[config.mk]
export PLATFORM = sky130hd
export DESIGN_NAME = mux2x1_arb_feeder
export DESIGN_NICKNAME = d
export VERILOG_FILES = /design/src/rtl/mux2x1_arb_feeder.sv
export SDC_FILE = /design/constraint.sdc
export NUM_CORES = 1
export LEC_CHECK = 0
export BUFFER_PORTS_ARGS = -buffer_cell sky130_fd_sc_hd__buf_2
export CAP_MARGIN = 20
export CELL_PAD_IN_SITES_DETAIL_PLACEMENT = 1
export CELL_PAD_IN_SITES_GLOBAL_PLACEMENT = 1
export CORE_MARGIN = 8
export CORE_UTILIZATION = 41
export CTS_CLUSTER_DIAMETER = 80
export CTS_CLUSTER_SIZE = 28
export DETAILED_ROUTE_END_ITERATION = 6
export GPL_ROUTABILITY_DRIVEN = 0
export MAX_ROUTING_LAYER = met4
export PLACE_DENSITY = 0.83
export SLEW_MARGIN = 20
export SYNTH_ARGS = -nofsm -noshare
export SYNTH_HDL_FRONTEND = slang
export SYNTH_SLANG_ARGS = --single-unit
export TNS_END_PERCENT = 100
[constraint.sdc]
create_clock -name clk -period 2.6 [get_ports clk]
set_input_delay 0.52 -clock clk [delete_from_list [all_inputs] [get_ports clk]]
set_output_delay 0.52 -clock clk [all_outputs]
set_load 0.1 [all_outputs]
[src/rtl/mux2x1_arb_feeder.sv]
// mux2x1_arb_feeder
//   Feeder for the 2x1 mux stage. Two producers push WIDTH-bit words over valid/ready into
//   their own circular FIFO. A round-robin arbiter drains the FIFOs into a registered output
//   that drives the mux i0/i1/sel lines under an out_valid/out_ready handshake.
//
// Ports
//   clk, rst               clock; synchronous active-high reset
//   in0_data/valid/ready   producer 0 handshake (ready depends on FIFO state only)
//   in1_data/valid/ready   producer 1 handshake
//   out_i0, out_i1         mux data lines; the non-granted line is driven to 0
//   out_sel                0: word on out_i0, 1: word on out_i1
//   out_valid, out_ready   consumer handshake
module mux2x1_arb_feeder #(
    parameter int unsigned WIDTH = 4,
    parameter int unsigned DEPTH = 4
) (
    input  logic             clk,
    input  logic             rst,
    input  logic [WIDTH-1:0] in0_data,
    input  logic             in0_valid,
    output logic             in0_ready,
    input  logic [WIDTH-1:0] in1_data,
    input  logic             in1_valid,
    output logic             in1_ready,
    output logic [WIDTH-1:0] out_i0,
    output logic [WIDTH-1:0] out_i1,
    output logic             out_sel,
    output logic             out_valid,
    input  logic             out_ready
);

    localparam int unsigned AW = $clog2(DEPTH);
    localparam int unsigned CW = AW + 1;

    // FIFO 0 state
    logic [WIDTH-1:0] mem0_q [DEPTH];
    logic [WIDTH-1:0] mem0_d [DEPTH];
    logic [AW-1:0]    wr0_q, wr0_d, rd0_q, rd0_d;
    logic [CW-1:0]    cnt0_q, cnt0_d;

    // FIFO 1 state
    logic [WIDTH-1:0] mem1_q [DEPTH];
    logic [WIDTH-1:0] mem1_d [DEPTH];
    logic [AW-1:0]    wr1_q, wr1_d, rd1_q, rd1_d;
    logic [CW-1:0]    cnt1_q, cnt1_d;

    // Output register and arbiter state
    logic [WIDTH-1:0] out_i0_q, out_i0_d, out_i1_q, out_i1_d;
    logic             out_sel_q, out_sel_d;
    logic             out_valid_q, out_valid_d;
    logic             last_grant_q, last_grant_d;

    logic push0, push1, pop0, pop1;
    logic ne0, ne1, load_en, grant;

    assign in0_ready = (cnt0_q != CW'(DEPTH));
    assign in1_ready = (cnt1_q != CW'(DEPTH));
    assign push0     = in0_valid && in0_ready;
    assign push1     = in1_valid && in1_ready;

    assign ne0     = (cnt0_q != '0);
    assign ne1     = (cnt1_q != '0);
    assign load_en = !out_valid_q || out_ready;

    // On a tie the channel that did not win the last tie goes; otherwise the only
    // non-empty channel. When both are empty grant is don't-care (no pop happens).
    always_comb begin
        grant = 1'b0;
        if (ne0 && ne1) begin
            grant = ~last_grant_q;
        end else if (ne1) begin
            grant = 1'b1;
        end
    end

    assign pop0 = load_en && ne0 && !grant;
    assign pop1 = load_en && ne1 && grant;

    // FIFO 0 next state
    always_comb begin
        mem0_d = mem0_q;
        wr0_d  = wr0_q;
        rd0_d  = rd0_q;
        cnt0_d = cnt0_q;
        if (push0) begin
            mem0_d[wr0_q] = in0_data;
            wr0_d         = wr0_q + AW'(1);
        end
        if (pop0) begin
            rd0_d = rd0_q + AW'(1);
        end
        unique case ({push0, pop0})
            2'b10:   cnt0_d = cnt0_q + CW'(1);
            2'b01:   cnt0_d = cnt0_q - CW'(1);
            default: cnt0_d = cnt0_q;
        endcase
    end

    // FIFO 1 next state
    always_comb begin
        mem1_d = mem1_q;
        wr1_d  = wr1_q;
        rd1_d  = rd1_q;
        cnt1_d = cnt1_q;
        if (push1) begin
            mem1_d[wr1_q] = in1_data;
            wr1_d         = wr1_q + AW'(1);
        end
        if (pop1) begin
            rd1_d = rd1_q + AW'(1);
        end
        unique case ({push1, pop1})
            2'b10:   cnt1_d = cnt1_q + CW'(1);
            2'b01:   cnt1_d = cnt1_q - CW'(1);
            default: cnt1_d = cnt1_q;
        endcase
    end

    // Output register next state; data/sel hold when nothing is loaded
    always_comb begin
        out_i0_d     = out_i0_q;
        out_i1_d     = out_i1_q;
        out_sel_d    = out_sel_q;
        out_valid_d  = out_valid_q;
        last_grant_d = last_grant_q;
        if (load_en) begin
            if (ne0 || ne1) begin
                out_sel_d   = grant;
                out_valid_d = 1'b1;
                if (grant) begin
                    out_i0_d = '0;
                    out_i1_d = mem1_q[rd1_q];
                end else begin
                    out_i0_d = mem0_q[rd0_q];
                    out_i1_d = '0;
                end
                if (ne0 && ne1) begin
                    last_grant_d = grant;
                end
            end else begin
                out_valid_d = 1'b0;
            end
        end
    end

    always_ff @(posedge clk) begin
        if (rst) begin
            for (int i = 0; i < int'(DEPTH); i++) begin
                mem0_q[i] <= '0;
                mem1_q[i] <= '0;
            end
            wr0_q        <= '0;
            rd0_q        <= '0;
            cnt0_q       <= '0;
            wr1_q        <= '0;
            rd1_q        <= '0;
            cnt1_q       <= '0;
            out_i0_q     <= '0;
            out_i1_q     <= '0;
            out_sel_q    <= 1'b0;
            out_valid_q  <= 1'b0;
            last_grant_q <= 1'b1;
        end else begin
            mem0_q       <= mem0_d;
            mem1_q       <= mem1_d;
            wr0_q        <= wr0_d;
            rd0_q        <= rd0_d;
            cnt0_q       <= cnt0_d;
            wr1_q        <= wr1_d;
            rd1_q        <= rd1_d;
            cnt1_q       <= cnt1_d;
            out_i0_q     <= out_i0_d;
            out_i1_q     <= out_i1_d;
            out_sel_q    <= out_sel_d;
            out_valid_q  <= out_valid_d;
            last_grant_q <= last_grant_d;
        end
    end

    assign out_i0    = out_i0_q;
    assign out_i1    = out_i1_q;
    assign out_sel   = out_sel_q;
    assign out_valid = out_valid_q;

endmodule

Yosys cells after proc, flatten, opt, wreduce, memory -nomap -nowiden
Cells that the tools add are included.
Storage, ports and cells
  register bits after elaboration: 57
  latch bits: 0
  bits in writable memories: 0
  bits in read-only memories: 0
  input port bits: 13
  output and inout port bits: 12
  word-level logic and storage cells: 82
  memories kept: 0
Operators by class
  add/sub/neg operators: 8
  multipliers: 0
  div/mod/pow operators: 0
  order comparisons: 6
  equality and inequality tests: 6
  shift operators: 0
  multiplexer cells: 19
  bitwise logic cells: 5
  reduce and logical (&&, ||, !) cells: 19
Operator list (count)
  16-bit bitwise mux: 2
  4-bit 2-to-1 mux: 8
  4-bit binary-select mux with 2-bit select: 2
  4-bit demux with 2-bit select: 2
  3-bit >= comparator (second input constant): 4
  2-bit inverter with 3-bit output: 4
  3-bit one-hot mux with 2 select lines: 2
  1-bit logical AND: 9
  2-bit by 1-bit adder with 2-bit output (second input constant): 4
  3-bit by 1-bit adder with 3-bit output (second input constant): 2
  3-bit by 1-bit < comparator with 1-bit output (second input constant): 2
  3-bit inequality test (second input constant): 2
  3-bit nonzero test: 2
  3-bit by 1-bit subtractor with 3-bit output (second input constant): 2
  2-bit by 1-bit == test with 1-bit output (second input constant): 2
  2-bit == test (second input constant): 2
  2-bit nonzero test: 2
  1-bit 2-to-1 mux: 3
  3-bit AND reduction: 1
  1-bit logical NOT: 2
  1-bit logical OR: 2
  2-bit AND reduction: 1
  1-bit inverter: 1

Longest topological paths before layout
Gate-level depths: netlist (run 1).
  depth after elaboration: 7
  gate-level depth with buffers: 9
  depth with buffers taken out: 8

Worst setup path after synthesis (run 1)
No wires, ideal clock.
  kind: register to register
  start: reg cnt1_q[0]
  end: reg cnt1_q[2]
  library setup time: 0.070 ns
  arrival: 2.756 ns
  data required time: 2.530 ns
  setup slack: -0.226 ns
  stages on the path, launching flop included: 10
  buffers on the path: 1
  clock period less this slack: 2.826 ns
  path through: dfxtp_1 > or3b_1 > clkbuf_1 > nand2_1 > ha_1 > inv_1 > fa_1 > xor2_1 > or3_1 > a21oi_1
On the way
  elaborated cells on any way between the ends: 14
  classes of those cells: add/sub: 2; eq/ne: 3; mux: 3; reduce/logical: 6
RTL lines
  start: declaration: line 45  | logic [CW-1:0] cnt1_q, cnt1_d;
  start signal: assignment: line 171  | cnt1_q <= cnt1_d;
  3-bit inequality test *: line 57  | assign in1_ready = (cnt1_q != CW'(DEPTH));
  via in1_ready: line 24  | output logic in1_ready,
  1-bit logical AND *: line 59  | assign push1 = in1_valid && in1_ready;
  2-bit by 1-bit == test with 1-bit output / 2-bit == test (equally long branches): line 112  | unique case ({push1, pop1})
  3-bit one-hot mux with 2 select lines / 2-bit nonzero test (equally long branches)
Mark *: on every way through the listed nets, which the timed path passes. The rest lies on a longest branch.
A chain may end at the register's enable or synchronous reset.

Final worst setup path (run 1)
  start: reg cnt0_q[2]
  end: reg cnt1_q[2]
On the way
  longest elaborated chain between the ends: 6
  elaborated cells on any way between the ends: 8
  classes of those cells: eq/ne: 2; mux: 2; reduce/logical: 4
Ends and longest elaborated chain
  start: declaration: line 39  | logic [CW-1:0] cnt0_q, cnt0_d;
  start signal: assignment: line 168  | cnt0_q <= cnt0_d;
  3-bit nonzero test *: line 61  | assign ne0 = (cnt0_q != '0);
  1-bit logical AND *: line 69  | if (ne0 && ne1) begin
  1-bit 2-to-1 mux *: line 69
  1-bit logical AND *: line 77  | assign pop1 = load_en && ne1 && grant;
  via pop1: line 53  | logic push0, push1, pop0, pop1;
  2-bit by 1-bit == test with 1-bit output / 2-bit == test (equally long branches): line 112
  3-bit one-hot mux with 2 select lines / 2-bit nonzero test (equally long branches)
Marks and branches as above.

==> results.md, run 1 <==
- Area growth syn-to-layout: 17.1%
- # setup viols final: 0
- Finished Core Util: 0.494
- Worst relative slew slack: 0.622
- Crit end category: register
- Clk pin slew, worst setup/hold paths: 0.07 ns
- Run status: completed
- Clock tree buffer depth: 2
- Count of nets after finishing: roughly 300
- Die W: 94.1 µm
- Top cells by area in the synthesized netlist: dfxtp_1 46%, mux2i_1 13%, nor2_1 8.0%
- IR drop worst, VDD: 0.533 mV
- Slack of the worst reg-to-reg path: 0.14 ns
- I/O pin count: 25
- Worst hold path class: input pin to register
- DIE HEIGHT: around 94 µm
- Min-Delay Endpoint: mem1_q[8]
- Data arrival, critical path: around 2.7 ns
- Insertion delay to the later sink of the worst-skew pair: ~0.34 ns
- Max-Cap Viols: 0
- Area of the die: approximately 8900 µm²
- Setup Crit Path Kind: register to register
- Global route total overflow: 0
- Source of the worst hold timing path: in1_data[0]
- Number of antenna violations at the first check in global routing: 0
- Setup repair after global routing missed its margin: false
- Library cell with the largest summed area after synthesis: dfxtp_1
- First-pass GRT wire length: 9860 µm
- Count of antenna diodes in the layout: 0
- Destination of the worst register-to-register timing path: cnt1_q[2]
- Final critical delay including setup and external delays: around 2.5 ns
- Part of the Yosys area used for sequential elements: 0.456
- Hold violation total from the final report: 0
- Slew at the pin with the worst max-slew slack: 0.567 ns
- Core area: 5920 µm²
- Beginning of the worst register-to-register path: cnt0_q[2]
- Clock sink total: 57
- Commonest non-fill, non-tap cells in the layout: 57 x dfxtp_1, 53 x nor2_1, 32 x mux2i_1
- Worst endpoint required time: 2.85 ns
- Leakage power of the design: 1.36 nW
- Worst Clk Skew: 0.0102 ns
- Synthesized area per cell: 10.3 µm²
- Count of buffers inserted at the top-level ports: 24
- Fin. max-slew vios: 0
- Global Route Usage Sum: 0.150
- Crit Path Max Fanout: 4
- Synthesized netlist cell count: 243
- Layout cell share with drive strength beyond 1: 0.199
- Mapped Area: 2500 µm²
- Mapped Nets: 268
- Clock root buffer master: clkbuf_8
- Post-detailed-route via-to-cell ratio: between 5 and 6
- Fraction of synthesized cell area taken by the top area cell type: 0.456
- Commonest non-fill, non-tap cell in the layout: dfxtp_1
- Synthesis-stage register bit count: 57
- Number of cells traversed by the worst hold path: 3
- Final critical-path share of the clock period: 0.945
- Total vias in the final route: approximately 1800
- Number of remaining DRC errors: 0
- Routed length per instance: between 15 and 20 µm
- Sum of negative setup slack: 0 ns
- Count of synthesis-stage warnings from yosys: 0
- Number of buffers added by the clock tree synthesis step: 9
- R2R cell count: 8
- Maximum level of the CTS H-tree: 3
- Largest net degree at the start of global routing: between 50 and 60
- Startpoint class of the critical path: register
- Initial drt markers: 127
- Fmax achieved: 407 MHz
- CTS tree: yes
- 1st-pass router iterations: 4
- Post-DP HPWL: 3850 µm
- Number of global-route vias before repair: ~2000
- Number of nets still failing antenna checks after routing: 0
- Number of placement rows: 28
- Sum of routed wire length over all layers: 5980 µm
- Power density normalized to cell area: approximately 1100 nW/µm²
- Starting Density: 0.422
- Number of unique standard cell types used by synthesis: 27
## synthesized netlist by cell type
cell type and instances:
dfxtp_1 57, nor2_1 53, mux2i_1 32, inv_1 11
nand3_1 11, ha_1 10, a21oi_1 9, a22oi_1 8
clkbuf_1 8, mux4_2 8, xor2_1 6, nand2_1 4
or3_1 4, xnor2_1 4, buf_1 2, fa_1 2
nand2b_1 2, o21ai_0 2, or3b_1 2, a21bo_1 1
a221oi_4 1, buf_6 1, nand3b_1 1, nor3_1 1
o2111ai_1 1, o211a_2 1, o21ai_2 1
## critical path: stages (launching register included)
cell	delay, ns
dfxtp_1	0.33
or3_1	0.44
a221oi_4	0.26
ha_1	0.22
inv_1	0.06
fa_1	0.37
xor2_1	0.17
or3_1	0.32
a21oi_1	0.20
## layout make-up
cell class,instances,area [µm²]
clock buffer,15,196
clock inverter,1,30.0
fill,659,2990
inverter,11,41.3
multi-input combinational,164,1270
sequential,57,1140
tap,75,93.8
timing repair buffer,28,150
## what timing repair did
| item | CTS | global route |
|---|---|---|
| hold buffers | 0 | 0 |
| setup endpoints to repair | 1 | 0 |
| setup buffers | 0 | 0 |
| gates resized for setup | 1 | 0 |
## report_power, final
group / internal [mW] / switching (mW)
logic: 0.425 / 0.786
clock network: 0.575 / 0.354
registers: 1.01 / 0.158
total: 2.01 / 1.30
## logic make-up after synthesis
group,Yosys count,synth area share
simple gates,78,0.135
flops,57,0.456
mux,40,0.200
compound gates,24,0.0716
buf+inv,22,0.0360
fa+ha+maj,12,0.0661
xor+xnor,10,0.0350
## per-layer routing
layer / track usage / vias to the layer above / part of all wire
li1: - / 891 / -
met1: 0.162 / 889 / 0.45
met2: 0.238 / 20 / 0.50
met3: 0.0376 / 13 / 0.023
met4: 0.107 / 0 / 0.026
met5: - / - / 0
## metrics by stage
stage	instances	worst slack, ns	instance area, µm²	power, mW	hold slack (ns)
after global placement	335	0.227	2700	2.31	0.465
after CTS	351	0.120	2930	3.34	0.459
after detailed placement	335	0.0976	2700	2.36	0.482
after global routing	351	0.0213	2930	3.49	0.476
final	351	0.143	2930	3.31	0.470
after floorplan	243	0.00761	2500	2.09	0.458
## flip-flops by register name, summed over array words and instances, names as in the netlist, 3 cells and up
signal,flops
mem0_q,16
cnt1_q,3
out_i1,4
mem1_q,16
cnt0_q,3
out_i0,4
## how the worst max path moves through the flow
stage / startpoint / endpoint / slack [ns] / depth (start not counted)
after floorplan: cnt1_q[0] / cnt1_q[2] / 0.008 / 9
after global placement: cnt1_q[0] / cnt0_q[2] / 0.23 / 8
after global routing: cnt0_q[2] / cnt1_q[2] / 0.02 / 8
after detailed placement: cnt1_q[0] / cnt0_q[2] / 0.1 / 8
after CTS: cnt0_q[2] / cnt1_q[2] / 0.12 / 8
final: cnt0_q[2] / cnt1_q[2] / 0.14 / 8
Power figures use the tool's default switching activity.
==> inputs of run 2 (changes only) <==
--- a/config.mk
+++ b/config.mk
@@ -16,7 +16,7 @@
 export DETAILED_ROUTE_END_ITERATION = 6
 export GPL_ROUTABILITY_DRIVEN = 0
 export MAX_ROUTING_LAYER = met4
-export PLACE_DENSITY = 0.83
+export PLACE_DENSITY_LB_ADDON = 0.15
 export SLEW_MARGIN = 20
 export SYNTH_ARGS = -nofsm -noshare
 export SYNTH_HDL_FRONTEND = slang
==> results.md, run 2 (same netlist as run 1, synthesis figures left out) <==
- Commonest non-fill, non-tap cells in the layout: 57 x dfxtp_1, 53 x nor2_1, 32 x mux2i_1 (unchanged)
- Clk pin slew, worst setup/hold paths: 0.06 ns (was 0.07 ns)
- # setup viols final: 0 (unchanged)
- Starting Density: 0.422 (unchanged)
- Initial drt markers: 75 (was 127)
- Largest net degree at the start of global routing: 32 (was 58)
- Worst relative slew slack: 0.653 (was 0.622)
- Routed length per instance: 16.1 µm (was 17.0 µm)
- Fin. max-slew vios: 0 (unchanged)
- 1st-pass router iterations: 4 (unchanged)
- Destination of the worst register-to-register timing path: cnt1_q[2] (unchanged)
- Number of placement rows: 28 (unchanged)
- IR drop worst, VDD: 0.569 mV (was 0.533 mV)
- I/O pin count: 25 (unchanged)
- Number of cells traversed by the worst hold path: 3 (unchanged)
- Count of buffers inserted at the top-level ports: 24 (unchanged)
- Crit Path Max Fanout: 7 (was 4)
- Number of global-route vias before repair: 1955 (was 1994)
- Worst endpoint required time: 2.86 ns (was 2.85 ns)
- Power density normalized to cell area: 1100 nW/µm² (was 1130 nW/µm²)
- Max-Cap Viols: 0 (unchanged)
- Number of hold-repair buffers added at the cts stage: 0 (unchanged)
- Commonest non-fill, non-tap cell in the layout: dfxtp_1 (unchanged)
- Maximum level of the CTS H-tree: 3 (unchanged)
- Detail Route met3 WL: 162 µm (was 140 µm)
- Source of the worst hold timing path: in1_data[2] (was in1_data[0])
- Worst path slowest cell: or3b_1 (was or3_1)
- First-pass GRT wire length: 9620 µm (was 9860 µm)
- Global Route Usage Sum: 0.145 (was 0.150)
- Number of buffers added by the clock tree synthesis step: 9 (unchanged)
- Total vias in the final route: 1790 (was 1813)
- CTS tree: yes (unchanged)
- Finished Core Util: 0.494 (unchanged)
- Layout cell share with drive strength beyond 1: 0.200 (was 0.199)
- Pwr Total: 3.23 mW (was 3.31 mW)
- Number of remaining DRC errors: 0 (unchanged)
- Area growth syn-to-layout: 17.1% (unchanged)
- Crit end category: register (unchanged)
- Registers with the most flip-flops: mem0_q x16, mem1_q x16 (unchanged)
- Final critical delay including setup and external delays: 2.45 ns (was 2.46 ns)
- Detailed-routed wire length on met2: 2660 µm (was 3000 µm)
- Final hold slack: 0.473 ns (was 0.470 ns)
- Post-detailed-route via-to-cell ratio: 5.11 (was 5.17)
- Sum of routed wire length over all layers: 5650 µm (was 5980 µm)
- Worst Clk Skew: 0.00704 ns (was 0.0102 ns)
- Leakage power of the design: 1.36 nW (about the same)
- Core area: 5920 µm² (unchanged)
- Area of the die: 8850 µm² (unchanged)
- Clock sink total: 57 (unchanged)
- Slew at the pin with the worst max-slew slack: 0.520 ns (was 0.567 ns)
- Top cell family by delay on the critical path: simple AND/OR/NAND/NOR gates (unchanged)
- Die W: 94.1 µm (unchanged)
- Top sig layer: met4 (unchanged)
- Hold violation total from the final report: 0 (unchanged)
- Number of antenna violations at the first check in global routing: 0 (unchanged)
- Maximum cell stage delay along the critical path: 0.50 ns (was 0.44 ns)
- Count of nets after finishing: 296 (unchanged)
- R2R cell count: 8 (unchanged)
- Beginning of the worst register-to-register path: cnt1_q[2] (was cnt0_q[2])
- Slack of the worst reg-to-reg path: 0.15 ns (was 0.14 ns)
- DIE HEIGHT: 94.1 µm (unchanged)
- Worst hold path class: input pin to register (unchanged)
- Run status: completed (unchanged)
- Data arrival, critical path: 2.71 ns (about the same)
- Count of antenna diodes in the layout: 0 (unchanged)
- Clock tree buffer depth: 2 (unchanged)
- Clock root buffer master: clkbuf_8 (unchanged)
- Sum of negative setup slack: 0 ns (unchanged)
- Setup Crit Path Kind: register to register (unchanged)
- Critical Path Source: cnt1_q[2] (was cnt0_q[2])
- Post-Route M1 WL: 2750 µm (was 2680 µm)
- Insertion delay to the later sink of the worst-skew pair: 0.33 ns (was 0.34 ns)
- Cell Chain, Critical Path: or3b_1 -> nand2_1 -> ha_1 -> inv_1 -> fa_1 -> xor2_1 -> or3_1 -> a21oi_1 (was or3_1 -> a221oi_4 -> ha_1 -> inv_1 -> fa_1 -> xor2_1 -> or3_1 -> a21oi_1)
- Post-DP HPWL: 3980 µm (was 3850 µm)
- Final critical-path share of the clock period: 0.941 (was 0.945)
- Number of buffers and inverters on the critical path: 1 (unchanged)
- Fmax achieved: 409 MHz (was 407 MHz)
- Startpoint class of the critical path: register (unchanged)
- Min-Delay Endpoint: mem1_q[10] (was mem1_q[8])
- Global route total overflow: 0 (unchanged)
- Number of nets still failing antenna checks after routing: 0 (unchanged)
## run 2: changes by cell type in the layout (fill, tap and decap cells not counted), sizes merged
cell | previous run | this run
clkbuf | 15 | 13
clkinv | 0 | 1
## run 2: tightest hold or removal path, delay by kind of cell
kind | cells | cell delay (ns)
AND/OR/NAND/NOR | 1 | 0.07
buffers and inverters | 1 | 0.11
multiplexers | 1 | 0.07
## run 2: metal layers
| metal | track usage | vias to the layer above |
|---|---|---|
| met5 | - | - |
| met4 | 0.0634 | 0 |
| met3 | 0.0424 | 6 |
| met2 | 0.219 | 19 |
| met1 | 0.175 | 877 |
| li1 | - | 888 |
## run 2: cell type report
type | instances | area (µm²)
well taps | 75 | 93.8
flip-flops and latches | 57 | 1140
repair buffers | 28 | 163
inverters | 11 | 41.3
clock inverters | 2 | 35.0
multi-input cells | 164 | 1270
clock buffers | 13 | 179
fillers | 686 | 2990
## run 2: worst max-delay path by stage
stage / end / slack, ns / cells after the start
after floorplan: cnt1_q[2] / 0.008 / 9
after global placement: cnt0_q[2] / 0.23 / 8
after detailed placement: cnt0_q[2] / 0.13 / 8
after CTS: cnt0_q[2] / 0.12 / 8
after global routing: cnt1_q[2] / -0.01 / 8
final: cnt1_q[2] / 0.15 / 8
## run 2: through the flow
| step | std cells | setup WS (ns) | area [µm²] |
|---|---|---|---|
| floorplan | 243 | 0.00761 | 2500 |
| global placement | 335 | 0.235 | 2710 |
| detailed placement | 335 | 0.134 | 2710 |
| CTS | 350 | 0.122 | 2920 |
| global route | 350 | -0.0108 | 2930 |
| finish | 350 | 0.154 | 2930 |
## run 2: power breakdown
group | switching [mW] | internal, mW | leakage [nW] | total (mW)
Combinational | 0.753 | 0.425 | 0.781 | 1.18
Sequential | 0.158 | 1.02 | 0.464 | 1.17
Clock | 0.341 | 0.540 | 0.112 | 0.881
Total | 1.25 | 1.98 | 1.36 | 3.23
## run 2: repair_timing
action,4_1_cts,5_1_grt
endpoints found under the setup margin,0,1
buffers inserted,0,0
resized for setup,0,1
==> inputs of run 3 (changes only) <==
--- a/config.mk
+++ b/config.mk
@@ -5,12 +5,14 @@
 export SDC_FILE = /design/constraint.sdc
 export NUM_CORES = 1
 export LEC_CHECK = 0
+export ABC_AREA = 1
 export BUFFER_PORTS_ARGS = -buffer_cell sky130_fd_sc_hd__buf_2
 export CAP_MARGIN = 20
 export CELL_PAD_IN_SITES_DETAIL_PLACEMENT = 1
 export CELL_PAD_IN_SITES_GLOBAL_PLACEMENT = 1
+export CORE_ASPECT_RATIO = 0.6
 export CORE_MARGIN = 8
-export CORE_UTILIZATION = 41
+export CORE_UTILIZATION = 38
 export CTS_CLUSTER_DIAMETER = 80
 export CTS_CLUSTER_SIZE = 28
 export DETAILED_ROUTE_END_ITERATION = 6
==> results.md, run 3 <==
- Run status: completed (unchanged)
- Initial drt markers: 164 (was 75)
- Slew at the pin with the worst max-slew slack: 0.488 ns (was 0.520 ns)
- Cell Chain, Critical Path: nor2_4 -> nand2_4 -> nand2_2 -> nand3_1 -> inv_1 -> ha_1 -> inv_1 -> fa_1 -> a21oi_1 -> o21ai_0 -> o21ai_0 -> a21oi_1 (was or3b_1 -> nand2_1 -> ha_1 -> inv_1 -> fa_1 -> xor2_1 -> or3_1 -> a21oi_1)
- Part of the total power dissipated in combinational logic: 0.430 (was 0.364)
- Commonest non-fill, non-tap cell in the layout: nand2_1 (was dfxtp_1)
- Top cell family by delay on the critical path: simple AND/OR/NAND/NOR gates (unchanged)
- Part of the Yosys area used for sequential elements: 0.419 (was 0.456)
- First-pass GRT wire length: 12800 µm (was 9620 µm)
- Number of nets still failing antenna checks after routing: 0 (unchanged)
- Number of unique standard cell types used by synthesis: 24 (was 27)
- Buffer count from post-CTS setup fixing: 0 (unchanged)
- Worst Clk Skew: 0.00496 ns (was 0.00704 ns)
- Internal power summed over all cells: 2.19 mW (was 1.98 mW)
- Number of antenna violations at the first check in global routing: 0 (unchanged)
- Count of antenna diodes in the layout: 0 (unchanged)
- Mapped Area: 2730 µm² (was 2500 µm²)
- Number of remaining DRC errors: 0 (unchanged)
- Sum of routed wire length over all layers: 7540 µm (was 5650 µm)
- Worst relative slew slack: 0.674 (was 0.653)
- Synthesized area per cell: 7.03 µm² (was 10.3 µm²)
- Crit Path Max Fanout: 5 (was 7)
- Worst endpoint required time: 2.80 ns (was 2.86 ns)
- Final critical-path share of the clock period: 0.874 (was 0.941)
- IR drop worst, VDD: 0.481 mV (was 0.569 mV)
- Power density normalized to cell area: 1250 nW/µm² (was 1100 nW/µm²)
- Quantity of gates resized following cts: 0 (unchanged)
- Final critical delay including setup and external delays: 2.27 ns (was 2.45 ns)
- Library cell with the largest summed area after synthesis: dfxtp_1 (unchanged)
- I/O pin count: 25 (unchanged)
- Sum of negative setup slack: 0 ns (unchanged)
- Largest net degree at the start of global routing: 31 (was 32)
- Core area: 7120 µm² (was 5920 µm²)
- Number of buffers and inverters on the critical path: 2 (was 1)
- Post-DP HPWL: 5730 µm (was 3980 µm)
- Clock network fraction of total power: 0.265 (was 0.273)
- Most used flip-flop cell after synthesis: dfxtp_1 (unchanged)
- Top cells by area in the synthesized netlist: dfxtp_1 42%, nand2_1 10%, nor2_1 8.3% (was dfxtp_1 46%, mux2i_1 13%, nor2_1 8.0%)
- Worst path slowest cell: fa_1 (was or3b_1)
- Met3 GRT Util: 0.0518 (was 0.0424)
- Fraction of met2 tracks used by global routing: 0.225 (was 0.219)
- Setup Crit Path Kind: register to register (unchanged)
- Insertion delay to the later sink of the worst-skew pair: 0.32 ns (was 0.33 ns)
- Clk pin slew, worst setup/hold paths: 0.05 ns (was 0.06 ns)
- Maximum level of the CTS H-tree: 3 (unchanged)
- Area growth syn-to-layout: 17.5% (was 17.1%)
- Number of placement rows: 24 (was 28)
- Clock sink total: 57 (unchanged)
- Final hold slack: 0.449 ns (was 0.473 ns)
- Fraction of synthesized cell area taken by the top area cell type: 0.419 (was 0.456)
- Post-detailed-route via-to-cell ratio: 4.89 (was 5.11)
- # setup viols final: 0 (unchanged)
- Layer with the highest usage after global routing: met1 (was met2)
- Number of global-route vias before repair: 2463 (was 1955)
- Area of the die: 10200 µm² (was 8850 µm²)
- Setup repair after global routing missed its margin: false
- Crit end category: register (unchanged)
- Mapped Nets: 413 (was 268)
- Fillers: 916 (was 686)
- Switching fraction of total power: 0.453 (was 0.387)
- Data arrival, critical path: 2.48 ns (was 2.71 ns)
- DIE HEIGHT: 81.6 µm (was 94.1 µm)
- Count of synthesis-stage warnings from yosys: 0 (unchanged)
- Most repeated cell in the gate-level netlist after synthesis: nand2_1 (was dfxtp_1)
- Leakage power of the design: 1.45 nW (was 1.36 nW)
- Startpoint class of the critical path: register (unchanged)
- Number of hold-repair buffers added at the cts stage: 0 (unchanged)
- Number of buffers added by the clock tree synthesis step: 9 (unchanged)
- Global Route Usage Sum: 0.166 (was 0.145)
- Clock tree buffer depth: 2 (unchanged)
- Clock root buffer master: clkbuf_16 (was clkbuf_8)
- Async S/R FF share, synth: 0 (unchanged)
- CTS tree: yes (unchanged)
- Starting Density: 0.383 (was 0.422)
- Total vias in the final route: 2487 (was 1790)
- Synthesized netlist cell count: 388 (was 243)
- Synthesis-stage register bit count: 57 (unchanged)
- Max-Cap Viols: 0 (unchanged)
- Sequential fraction of design power: 0.305 (was 0.363)
- Count of nets after finishing: 440 (was 296)
- Maximum cell stage delay along the critical path: 0.38 ns (was 0.50 ns)
- Fin. max-slew vios: 0 (unchanged)
- 1st-pass router iterations: 4 (unchanged)
- Global route total overflow: 0 (unchanged)
- Layout cell share with drive strength beyond 1: 0.141 (was 0.200)
- Switching power: 1.81 mW (was 1.25 mW)
- Commonest non-fill, non-tap cells in the layout: 74 x nand2_1, 60 x nor2_1, 57 x dfxtp_1 (was 57 x dfxtp_1, 53 x nor2_1, 32 x mux2i_1)
- Routed length per instance: 14.8 µm (was 16.1 µm)
- Fraction of met1 tracks used by global routing: 0.226 (was 0.175)
- Worst hold path class: register to register (was input pin to register)
- Hold violation total from the final report: 0 (unchanged)
- Die W: 125 µm (was 94.1 µm)
- Count of buffers inserted at the top-level ports: 24 (unchanged)
- Slack of the worst reg-to-reg path: 0.33 ns (was 0.15 ns)
- Fmax achieved: 440 MHz (was 409 MHz)
- Number of flops mapped to enable cells by yosys: 0 (unchanged)
- Most frequent cells after synthesis: 74 x nand2_1, 60 x nor2_1, 57 x dfxtp_1 (was 57 x dfxtp_1, 53 x nor2_1, 32 x mux2i_1)
- Registers with the most flip-flops: mem0_q x16, mem1_q x16 (unchanged)
-- run 3: changes by cell type after synthesis, sizes merged, moves of 14 or more --
cell / previous run / this run
nand2: 4 / 80
inv: 11 / 59
o21ai: 3 / 40
mux2i: 32 / 0
a21oi: 9 / 35
nand3: 11 / 27
nor2: 53 / 67
-- run 3: final timing paths --
path,to,start,cells past startpoint
setup / recovery,cnt1_q[2],cnt0_q[1],12
hold / removal,mem1_q[2],mem1_q[2],2
setup reg to reg,cnt1_q[2],cnt0_q[1],12
hold reg to reg,mem1_q[2],mem1_q[2],2
-- run 3: tightest hold or removal path, cell delays in order, from the launching register on --
cell and delay [ns]:
dfxtp_1 0.29, inv_1 0.06, a21oi_1 0.05
-- run 3: kinds of logic after synthesis --
logic type / Yosys count / share of synthesized area
compound gates: 75 / 0.146
xor+xnor: 1 / 0.00321
fa+ha+maj: 12 / 0.0606
buf+inv: 68 / 0.0964
flops: 57 / 0.419
simple gates: 175 / 0.275
-- run 3: final cells by class --
type / count / area, µm² / area share
Inverter: 59 / 221 / 0.0691
Timing Repair Buffer: 25 / 140 / 0.0437
Multi-Input combinational cell: 263 / 1320 / 0.413
Clock buffer: 14 / 264 / 0.0824
Tap cell: 91 / 114 / 0.0355
Sequential cell: 57 / 1140 / 0.356
-- run 3: per-layer routing --
layer	wire, µm	vias to the layer above
met5	0	-
met4	99	0
met3	464	12
met2	2890	48
met1	4090	1163
li1	-	1264
-- run 3: per-stage QoR --
stage               worst slack [ns]  total power [mW]   util  instances  cell area [µm²]
finish                         0.329              4.00  0.450        509             3200
global route                   0.107              4.28  0.450        509             3200
CTS                            0.348              4.02  0.450        509             3200
detailed placement             0.263              2.95  0.413        495             2940
global placement               0.336              2.88  0.413        495             2940
floorplan                     0.0948              2.55      -        388             2730
-- run 3: power groups by stage --
stage | clock network (mW) | registers [mW] | logic (mW)
after global routing | 1.12 | 1.25 | 1.91
after detailed placement | 0 | 1.23 | 1.72
after global placement | 0 | 1.23 | 1.65
final | 1.06 | 1.22 | 1.72
after floorplan | 0 | 1.50 | 1.05
after CTS | 1.08 | 1.22 | 1.73
